--- config.mk ---
export PLATFORM = sky130hd
export DESIGN_NAME = fp_argmax_seq
export DESIGN_NICKNAME = d
export VERILOG_FILES = /design/src/rtl/fp_pkg.sv /design/src/rtl/fp_argmax_seq_comp.sv /design/src/rtl/fp_argmax_seq.sv
export SDC_FILE = /design/constraint.sdc
export NUM_CORES = 1
export LEC_CHECK = 0
export ABC_CLOCK_PERIOD_IN_PS = 2850
export BUFFER_PORTS_ARGS = -buffer_cell sky130_fd_sc_hd__buf_2
export CAP_MARGIN = 20
export CORE_MARGIN = 2
export CORE_UTILIZATION = 44
export DETAILED_ROUTE_END_ITERATION = 12
export HOLD_SLACK_MARGIN = 0.06
export PLACE_DENSITY_LB_ADDON = 0.08
export SLEW_MARGIN = 40
export SYNTH_ARGS = -nofsm -noshare
export SYNTH_HDL_FRONTEND = slang
export SYNTH_SLANG_ARGS = --single-unit
--- constraint.sdc ---
create_clock -name clk -period 2.85 [get_ports clk]
set_input_delay 0.1425 -clock clk [delete_from_list [all_inputs] [get_ports clk]]
set_output_delay 0.1425 -clock clk [all_outputs]
set_load 0.005 [all_outputs]
--- src/rtl/fp_pkg.sv ---
// Shared single-precision definitions: field positions, canonical quiet NaN,
// the argmax reducer's state encoding and a NaN classifier.
package fp_pkg;

    localparam int FP_W    = 32;
    localparam int EXP_MSB = 30;
    localparam int EXP_LSB = 23;
    localparam int MAN_W   = 23;

    localparam logic [FP_W-1:0] QNAN = 32'h7FC0_0000;

    typedef enum logic [1:0] {
        ST_IDLE = 2'd0,
        ST_SCAN = 2'd1,
        ST_HOLD = 2'd2
    } state_t;

    function automatic logic is_nan(input logic [FP_W-1:0] v);
        return (v[EXP_MSB:EXP_LSB] == 8'hFF) && (v[MAN_W-1:0] != 23'd0);
    endfunction

endpackage

--- src/rtl/fp_argmax_seq_comp.sv ---
// Combinational IEEE-754 single-precision less-than comparator (a < b).
// NaN operands raise exception and report lt=0; +0 and -0 compare equal.
module comp
    import fp_pkg::*;
(
    input  logic [FP_W-1:0] a,
    input  logic [FP_W-1:0] b,
    output logic            lt,
    output logic            exception
);

    // Sign-magnitude ordering with the zero and NaN special cases
    always_comb begin
        lt        = 1'b0;
        exception = is_nan(a) | is_nan(b);
        if (exception) begin
            lt = 1'b0;
        end else if ((a[FP_W-2:0] == 31'd0) && (b[FP_W-2:0] == 31'd0)) begin
            lt = 1'b0;
        end else if (a[FP_W-1] != b[FP_W-1]) begin
            lt = a[FP_W-1];
        end else if (!a[FP_W-1]) begin
            lt = (a[FP_W-2:0] < b[FP_W-2:0]);
        end else begin
            lt = (a[FP_W-2:0] > b[FP_W-2:0]);
        end
    end

endmodule

--- src/rtl/fp_argmax_seq.sv ---
// Streaming argmax over a burst of single-precision values: running maximum,
// first index, element count and overflow. NaN filtering: FP_ARGMAX_NAN_FILTER_EN.
module fp_argmax_seq
    import fp_pkg::*;
#(
    parameter int DATA_W = 32,
    parameter int IDX_W  = 4
) (
    input  logic              clk,
    input  logic              rst,
    input  logic              in_valid,
    output logic              in_ready,
    input  logic [DATA_W-1:0] in_data,
    input  logic              in_last,
    output logic              out_valid,
    input  logic              out_ready,
    output logic [DATA_W-1:0] out_max,
    output logic [IDX_W-1:0]  out_index,
    output logic [IDX_W:0]    out_count,
    output logic              out_overflow
);

    localparam logic [IDX_W:0] CNT_MAX = {1'b1, {IDX_W{1'b0}}};

    state_t              state_r;
    logic [DATA_W-1:0]   cur_max_r;
    logic [IDX_W-1:0]    cur_idx_r;
    logic [IDX_W:0]      elem_cnt_r;
    logic                ovf_r;
    logic                in_ready_r;
    logic                out_valid_r;
    logic [DATA_W-1:0]   out_max_r;
    logic [IDX_W-1:0]    out_index_r;
    logic [IDX_W:0]      out_count_r;
    logic                out_overflow_r;
`ifdef FP_ARGMAX_NAN_FILTER_EN
    logic                seeded_r;
`endif

    logic                accept_s;
    logic                lt_s;
    logic                cmp_exc_s;
    logic                take_s;
    logic [IDX_W-1:0]    cur_pos_s;
    logic [IDX_W:0]      cnt_next_s;
    logic                ovf_next_s;
    logic [DATA_W-1:0]   max_next_s;
    logic [IDX_W-1:0]    idx_next_s;
    logic [DATA_W-1:0]   res_max_s;
    logic [IDX_W-1:0]    res_idx_s;

    comp u_comp (
        .a         (cur_max_r),
        .b         (in_data),
        .lt        (lt_s),
        .exception (cmp_exc_s)
    );

    // Next running max/index/count for the element offered this cycle
    always_comb begin
        accept_s   = in_valid & in_ready_r;
        cur_pos_s  = elem_cnt_r[IDX_W] ? {IDX_W{1'b1}} : elem_cnt_r[IDX_W-1:0];
        cnt_next_s = elem_cnt_r[IDX_W] ? elem_cnt_r
                                       : elem_cnt_r + {{IDX_W{1'b0}}, 1'b1};
        ovf_next_s = ovf_r | (~in_last & (cnt_next_s == CNT_MAX));
`ifdef FP_ARGMAX_NAN_FILTER_EN
        // NaNs never seed or replace; an unseeded burst reports quiet NaN
        take_s     = ~is_nan(in_data) & (~seeded_r | lt_s);
        max_next_s = take_s ? in_data : cur_max_r;
        idx_next_s = take_s ? cur_pos_s : cur_idx_r;
        res_max_s  = (seeded_r | take_s) ? max_next_s : QNAN;
        res_idx_s  = (seeded_r | take_s) ? idx_next_s : {IDX_W{1'b0}};
`else
        take_s     = (state_r == ST_IDLE) | lt_s;
        max_next_s = take_s ? in_data : cur_max_r;
        idx_next_s = take_s ? cur_pos_s : cur_idx_r;
        res_max_s  = max_next_s;
        res_idx_s  = idx_next_s;
`endif
    end

    // Control FSM, running state and registered result port
    always_ff @(posedge clk) begin
        if (rst) begin
            state_r        <= ST_IDLE;
            cur_max_r      <= {DATA_W{1'b0}};
            cur_idx_r      <= {IDX_W{1'b0}};
            elem_cnt_r     <= {(IDX_W+1){1'b0}};
            ovf_r          <= 1'b0;
            in_ready_r     <= 1'b1;
            out_valid_r    <= 1'b0;
            out_max_r      <= {DATA_W{1'b0}};
            out_index_r    <= {IDX_W{1'b0}};
            out_count_r    <= {(IDX_W+1){1'b0}};
            out_overflow_r <= 1'b0;
`ifdef FP_ARGMAX_NAN_FILTER_EN
            seeded_r       <= 1'b0;
`endif
        end else begin
            case (state_r)
                ST_IDLE, ST_SCAN: begin
                    if (accept_s) begin
                        cur_max_r  <= max_next_s;
                        cur_idx_r  <= idx_next_s;
                        elem_cnt_r <= cnt_next_s;
                        ovf_r      <= ovf_next_s;
`ifdef FP_ARGMAX_NAN_FILTER_EN
                        seeded_r   <= seeded_r | take_s;
`endif
                        if (in_last) begin
                            state_r        <= ST_HOLD;
                            in_ready_r     <= 1'b0;
                            out_valid_r    <= 1'b1;
                            out_max_r      <= res_max_s;
                            out_index_r    <= res_idx_s;
                            out_count_r    <= cnt_next_s;
                            out_overflow_r <= ovf_next_s;
                        end else begin
                            state_r <= ST_SCAN;
                        end
                    end else begin
                        state_r <= state_r;
                    end
                end
                ST_HOLD: begin
                    if (out_ready) begin
                        state_r     <= ST_IDLE;
                        in_ready_r  <= 1'b1;
                        out_valid_r <= 1'b0;
                        cur_max_r   <= {DATA_W{1'b0}};
                        cur_idx_r   <= {IDX_W{1'b0}};
                        elem_cnt_r  <= {(IDX_W+1){1'b0}};
                        ovf_r       <= 1'b0;
`ifdef FP_ARGMAX_NAN_FILTER_EN
                        seeded_r    <= 1'b0;
`endif
                    end else begin
                        state_r <= ST_HOLD;
                    end
                end
                default: begin
                    state_r     <= ST_IDLE;
                    in_ready_r  <= 1'b1;
                    out_valid_r <= 1'b0;
                end
            endcase
        end
    end

    assign in_ready     = in_ready_r;
    assign out_valid    = out_valid_r;
    assign out_max      = out_max_r;
    assign out_index    = out_index_r;
    assign out_count    = out_count_r;
    assign out_overflow = out_overflow_r;

endmodule

==> impl_metrics.env, run 1 <==
export IMPL_synth_edf_count=0
export IMPL_crit_path_end_kind="flip-flop"
export IMPL_gp_congestion=0.796
export IMPL_dieArea_um2=10900
export IMPL_cts_tree="built"
export IMPL_cts_buffer_depth=2
export IMPL_skew_ps=19.6
export IMPL_cts_inserted_buffers=9
export IMPL_start_kind="flip-flop"
export IMPL_seqPwrFrac_pct=47.7
export IMPL_syn_num_nets=560
export IMPL_status="complete, no violations"
export IMPL_rsz0062_at_grt="yes"
export IMPL_placedCellCount=725
export IMPL_regArea_um2=1770
export IMPL_tightest_slew_ps=510
export IMPL_stdcell_count=764
export IMPL_initial_core_util_pct=45.4
export IMPL_path_clk_slew_ps=90
export IMPL_crit_type="reg -> reg"
export IMPL_grt_overflow_total=0
export IMPL_place_ws_ps=-171
export IMPL_clkPwrFrac_pct=28.4
export IMPL_holdCritPathClass="in -> reg"
export IMPL_fmax_mhz=362
export IMPL_clk_latency_ps=360
export IMPL_grt_pass1_vias=3964
export IMPL_grt_pass1_wl_um=19300
export IMPL_syn_area_um2=4460
export IMPL_synth_cells=490
export IMPL_firstDrtPassIters=4
export IMPL_holdWs_ps=77.2
export IMPL_path_max_fanout=7
export IMPL_synth_avg_cell_area_um2=9.09
export IMPL_fin_crit_sh_pct=96.9
export IMPL_cp_required_ps=3120
export IMPL_drt_initial_drc_count=157
export IMPL_finalWirelength_um=12300
export IMPL_rows=36
export IMPL_drc_errors=0
export IMPL_antenna_found_initial=0
export IMPL_vias_per_cell=5.40
export IMPL_drive_above_1_share_pct=30.6
export IMPL_maxCapViolCount=0
export IMPL_core_um2=9820
export IMPL_p_int_w=0.00198
export IMPL_post_route_util_pct=60.4
export IMPL_swShare_pct=31.4
export IMPL_cts_root_buf="clkbuf_8"
export IMPL_slew_headroom_pct=65.6
export IMPL_multi_input_area_um2=2590
export IMPL_synthTopCellsByArea="dfxtp_1, ha_1, mux2i_1"
export IMPL_io_pins=81
export IMPL_comb_power_share_pct=23.9
export IMPL_yosys_area_top_type="dfxtp_1"
export IMPL_setup_violations=0
export IMPL_wl_per_cell_um=16.1
export IMPL_final_hold_viol_count=0
export IMPL_period_minus_slack_ps=2760
export IMPL_portBuffers=80
export IMPL_ant_nets=0
export IMPL_grt_use_total_pct=21.6
export IMPL_die_w_um=105
export IMPL_ys_ff_latch=88
export IMPL_yosysSeqAreaShare_pct=39.5
export IMPL_arrival_ps=3030
export IMPL_p_leak_nw=2.62
export IMPL_dp_hpwl_um=8450
export IMPL_power_density_nw_per_um2=487
export IMPL_vias=4129
export IMPL_die_y_um=105
export IMPL_p_sw_w=0.000906
export IMPL_grt_max_degree=58
export IMPL_synth_top_area_share_pct=39.5
export IMPL_ys_types=47
export IMPL_htree_levels=3
export IMPL_slew_viol_final=0
export IMPL_nets=696
export IMPL_area_growth_pct=33.1
export IMPL_fillers=901
export IMPL_cts_sinks=88
export IMPL_setup_slack_ps=88.7
export IMPL_synthArstFlopShare_pct=0
export IMPL_synth_warnings=0
export IMPL_ir_drop_uv=277
export IMPL_n_antenna_cell=0
export IMPL_synth_flop_cell="dfxtp_1"
placed cells by master (no fill, tap or decap), types with 3 or more instances in the layout:
cell type and count:
ha_4 5, ha_1 28, inv_6 4, a211oi_1 34, nor2b_1 3, nor4_1 11
clkbuf_8 9, buf_6 3, dfxtp_1 81, a21o_1 3, a22oi_1 3, nand2_1 13
a211oi_2 3, buf_4 53, dfxtp_2 6, o21ai_0 5, nor3_1 5, dlygate4sd3_1 14
o21ai_1 3, mux2i_1 29, buf_12 4, inv_1 33, buf_2 80, o2bb2ai_1 3
a22o_1 32, nand4b_1 3, nor3_2 3, nand3b_1 6, nor2_1 62, a21oi_1 20
or4_1 7, nand3_1 10, nand4_1 14
area by class of cell:
type | instances | area share [%]
multi-input combinational | 338 | 43.6
inverter | 33 | 2.09
clock buffer | 9 | 2.09
timing repair buffer | 156 | 18.6
clock inverter | 7 | 0.886
tap | 133 | 2.81
sequential | 88 | 29.9
worst max-delay path, cell delays in order (launching register included):
cell and delay [ps]:
dfxtp_2 340, ha_4 220, a211oi_2 170, nor2_1 70, o31a_1 310, o41ai_4 390, a21oi_2 140, o32a_4 440
buf_4 200, mux2i_2 170, a211oi_1 230
power groups by stage:
stage	Combinational [W]	Sequential [W]	Clock (W)
3_3_place_gp	0.000589	0.00139	0
5_1_grt	0.000754	0.00139	0.000907
2_1_floorplan	0.000345	0.00140	0
6_report	0.000689	0.00138	0.000821
3_5_place_dp	0.000603	0.00140	0
4_1_cts	0.000627	0.00137	0.000847
stage by stage:
stage	power, W	TNS (ps)	area (um2)
after floorplan	0.00174	0	4460
after global placement	0.00198	-609	5310
after detailed placement	0.00200	-4300	5310
after CTS	0.00284	-1.87	5670
after global routing	0.00305	-298	5930
final	0.00289	0	5930
metal layers:
layer,part of all wire (%),global-route usage (%),vias to the layer above
li1,-,-,2082
met1,47,28.7,1953
met2,49,36.5,78
met3,2.9,3.12,16
met4,1.2,6.57,0
met5,0,0,-
cells by family after synthesis:
kind of cell / Yosys count / share of synthesized area, %
xor gates and xnor gates: 2 / 0.393
adders and majority gates: 33 / 9.27
AOI/OAI and AO/OA: 120 / 19.9
muxes: 31 / 6.96
buffers and inverters: 65 / 6.82
and+or+nand+nor: 151 / 17.1
DFF: 88 / 39.5
worst paths after layout:
path / startpoint / endpoint / slack, ps / depth (start not counted)
worst max-delay path: cur_max_r[4]$_SDFFE_PP0P_ / out_max[6]$_SDFFE_PP0P_ / 90 / 10
worst min-delay path: in_data[13] / cur_max_r[13]$_SDFFE_PP0P_ / 80 / 2
worst max register to register: cur_max_r[4]$_SDFFE_PP0P_ / out_max[6]$_SDFFE_PP0P_ / 90 / 10
worst min register to register: out_max[31]$_SDFFE_PP0P_ / out_max[31]$_SDFFE_PP0P_ / 470 / 2
repair_timing:
action,CTS,global route
endpoints found under the setup margin,69,68
hold buffers,14,0
buffers inserted,0,6
resized for setup,5,34
pin swaps,1,20
cloned,0,3
endpoints found under the hold margin,14,0
Yosys cell counts, types with 2 or more instances:
| library cell | count |
|---|---|
| clkbuf_1 | 22 |
| nand4_1 | 14 |
| and2_1 | 2 |
| a21o_1 | 3 |
| inv_1 | 33 |
| a22oi_1 | 3 |
| nor2_1 | 62 |
| or3_1 | 2 |
| nand2_1 | 15 |
| nor2b_1 | 3 |
| o2bb2ai_1 | 3 |
| nand2b_1 | 2 |
| o21ai_0 | 6 |
| nor3_1 | 8 |
| nor4_1 | 13 |
| dfxtp_1 | 88 |
| nand3_1 | 10 |
| mux2i_1 | 31 |
| a21oi_1 | 22 |
| o21ai_1 | 2 |
| buf_2 | 4 |
| ha_1 | 33 |
| buf_6 | 3 |
| or4_1 | 7 |
| a211oi_1 | 37 |
| a22o_1 | 32 |
| nand4b_1 | 3 |
| nand3b_1 | 6 |
| a31oi_1 | 2 |
| buf_12 | 2 |
sequential cells by signal, indices dropped and copies added (netlist names):
name,cells
cur_max_r,32
out_index,4
state_r,2
out_count,5
out_max,32
in_ready,1
out_overflow,1
ovf_r,1
cur_idx_r,4
out_valid,1
elem_cnt_r,5
No activity file was read; power rests on OpenSTA's default activity.
==> run 2: changes to the inputs <==
ABC_CLOCK_PERIOD_IN_PS = 2450   (was 2850)
clock period = 2.45 ns   (was 2.85 ns; I/O delays follow)
==> impl_metrics.env, run 2 (same netlist as run 1, synthesis figures left out) <==
export IMPL_drt_initial_drc_count=144
export IMPL_rsz0062_at_grt="yes"
export IMPL_p_sw_w=0.00105
export IMPL_setup_slack_ps=-253
export IMPL_seqPwrFrac_pct=47.3
export IMPL_cts_root_buf="clkbuf_8"
export IMPL_rows=36
export IMPL_fin_crit_sh_pct=110
export IMPL_tightest_slew_ps=700
export IMPL_drive_above_1_share_pct=36.9
export IMPL_grt_pass1_wl_um=19600
export IMPL_ant_nets=0
export IMPL_htree_levels=3
export IMPL_final_hold_viol_count=0
export IMPL_grt_pass1_vias=4117
export IMPL_place_ws_ps=-482
export IMPL_fillers=906
export IMPL_initial_core_util_pct=45.4
export IMPL_status="finished with violations"
export IMPL_clk_latency_ps=370
export IMPL_fin_setup_tns_ps=-12410
export IMPL_crit_type="reg -> reg"
export IMPL_grt_use_total_pct=21.9
export IMPL_path_max_fanout=7
export IMPL_ir_drop_uv=330
export IMPL_p_int_w=0.00234
export IMPL_rrSetupSlack_ps=-250
export IMPL_setup_violations=70
export IMPL_holdWs_ps=93.9
export IMPL_maxCapViolCount=0
export IMPL_p_leak_nw=2.71
export IMPL_antenna_found_initial=0
export IMPL_crit_path_end_kind="flip-flop"
export IMPL_arrival_ps=2940
export IMPL_wl_per_cell_um=15.4
export IMPL_finalWirelength_um=12000
export IMPL_gp_congestion=0.799
export IMPL_clkPwrFrac_pct=28.0
export IMPL_holdCritPathClass="in -> reg"
export IMPL_firstDrtPassIters=4
export IMPL_portBuffers=80
export IMPL_area_growth_pct=38.6
export IMPL_fmax_mhz=370
export IMPL_comb_power_share_pct=24.7
export IMPL_cp_required_ps=2680
export IMPL_grt_max_degree=41
export IMPL_dp_hpwl_um=8670
export IMPL_power_w=0.00339
export IMPL_io_pins=81
export IMPL_cts_sinks=88
export IMPL_die_y_um=105
export IMPL_post_route_util_pct=62.9
export IMPL_cts_inserted_buffers=9
export IMPL_die_w_um=105
export IMPL_nets=712
export IMPL_violations="negative setup slack"
export IMPL_swShare_pct=31.1
export IMPL_slew_viol_final=0
export IMPL_vias_per_cell=5.34
export IMPL_cts_buffer_depth=2
export IMPL_core_um2=9820
export IMPL_path_clk_slew_ps=100
export IMPL_dieArea_um2=10900
export IMPL_final_cell_mix="buf_2, buf_4, dfxtp_1"
export IMPL_layout_commonest_cell="buf_2"
export IMPL_slew_headroom_pct=53.3
export IMPL_drc_errors=0
export IMPL_power_density_nw_per_um2=550
export IMPL_cts_tree="built"
export IMPL_period_minus_slack_ps=2700
export IMPL_skew_ps=17.0
export IMPL_start_kind="flip-flop"
export IMPL_grt_overflow_total=0
export IMPL_n_antenna_cell=0
export IMPL_vias=4167
[run 2: cell types whose count changed in the layout (fill, tap and decap cells not counted), moves of 7 or more]
cell,change
dlygate4sd3_1,-7
dfxtp_2,+10
ha_1,-10
ha_4,+10
dfxtp_1,-10
buf_4,+24
[run 2: power groups by stage]
stage	Combinational [W]	Clock (W)	Sequential, W
after floorplan	0.000428	0	0.00164
after global placement	0.000752	0	0.00163
after detailed placement	0.000766	0	0.00164
after CTS	0.000809	0.000975	0.00160
after global routing	0.000926	0.00101	0.00162
final	0.000838	0.000949	0.00161
[run 2: layout make-up]
cell class / count / area, um2 / share of cell area [%]
Inverter: 33 / 124 / 2.01
Timing Repair Buffer: 173 / 1180 / 19.1
Clock buffer: 9 / 124 / 2.01
Multi-Input combinational cell: 337 / 2740 / 44.4
Tap cell: 133 / 166 / 2.70
Clock inverter: 7 / 53.8 / 0.871
Sequential cell: 88 / 1790 / 28.9
[run 2: per-stage QoR]
| stage | std cells | cell area [um2] |
|---|---|---|
| final | 780 | 6170 |
| after detailed placement | 749 | 5700 |
| after global routing | 780 | 6170 |
| after global placement | 749 | 5700 |
| after floorplan | 490 | 4690 |
| after CTS | 779 | 6080 |
[run 2: final timing paths]
| check | start | end | depth (start not counted) |
|---|---|---|---|
| setup reg to reg | cur_max_r[25]$_SDFFE_PP0P_ | out_max[0]$_SDFFE_PP0P_ | 11 |
| setup / recovery | cur_max_r[25]$_SDFFE_PP0P_ | out_max[0]$_SDFFE_PP0P_ | 11 |
| hold reg to reg | out_max[31]$_SDFFE_PP0P_ | out_max[31]$_SDFFE_PP0P_ | 2 |
| hold / removal | in_data[15] | cur_max_r[15]$_SDFFE_PP0P_ | 3 |
[run 2: critical path, cell delays in order (launching register included)]
cell      delay, ps
dfxtp_2         350
ha_4            260
nand4_1         200
nor4_2          310
buf_4           180
o41ai_4          90
and3_4          170
o32a_4          370
buf_2           170
buf_4           150
mux2i_2         230
a211oi_2        100
[run 2: routing by layer]
layer  track usage, %  part of all wire (%)  vias up
li1                 -                     -     2110
met1             28.5                    47     1963
met2             38.2                    48       79
met3             2.50                   3.2       15
met4             6.76                   1.5        0
met5                0                     0        -
[run 2: repair_timing]
item,CTS,global route
hold buffers,7,0
gates cloned,0,1
setup endpoints to repair,70,70
buffers inserted,7,0
pin swaps,36,7
endpoints found under the hold margin,7,0
resized for setup,14,17
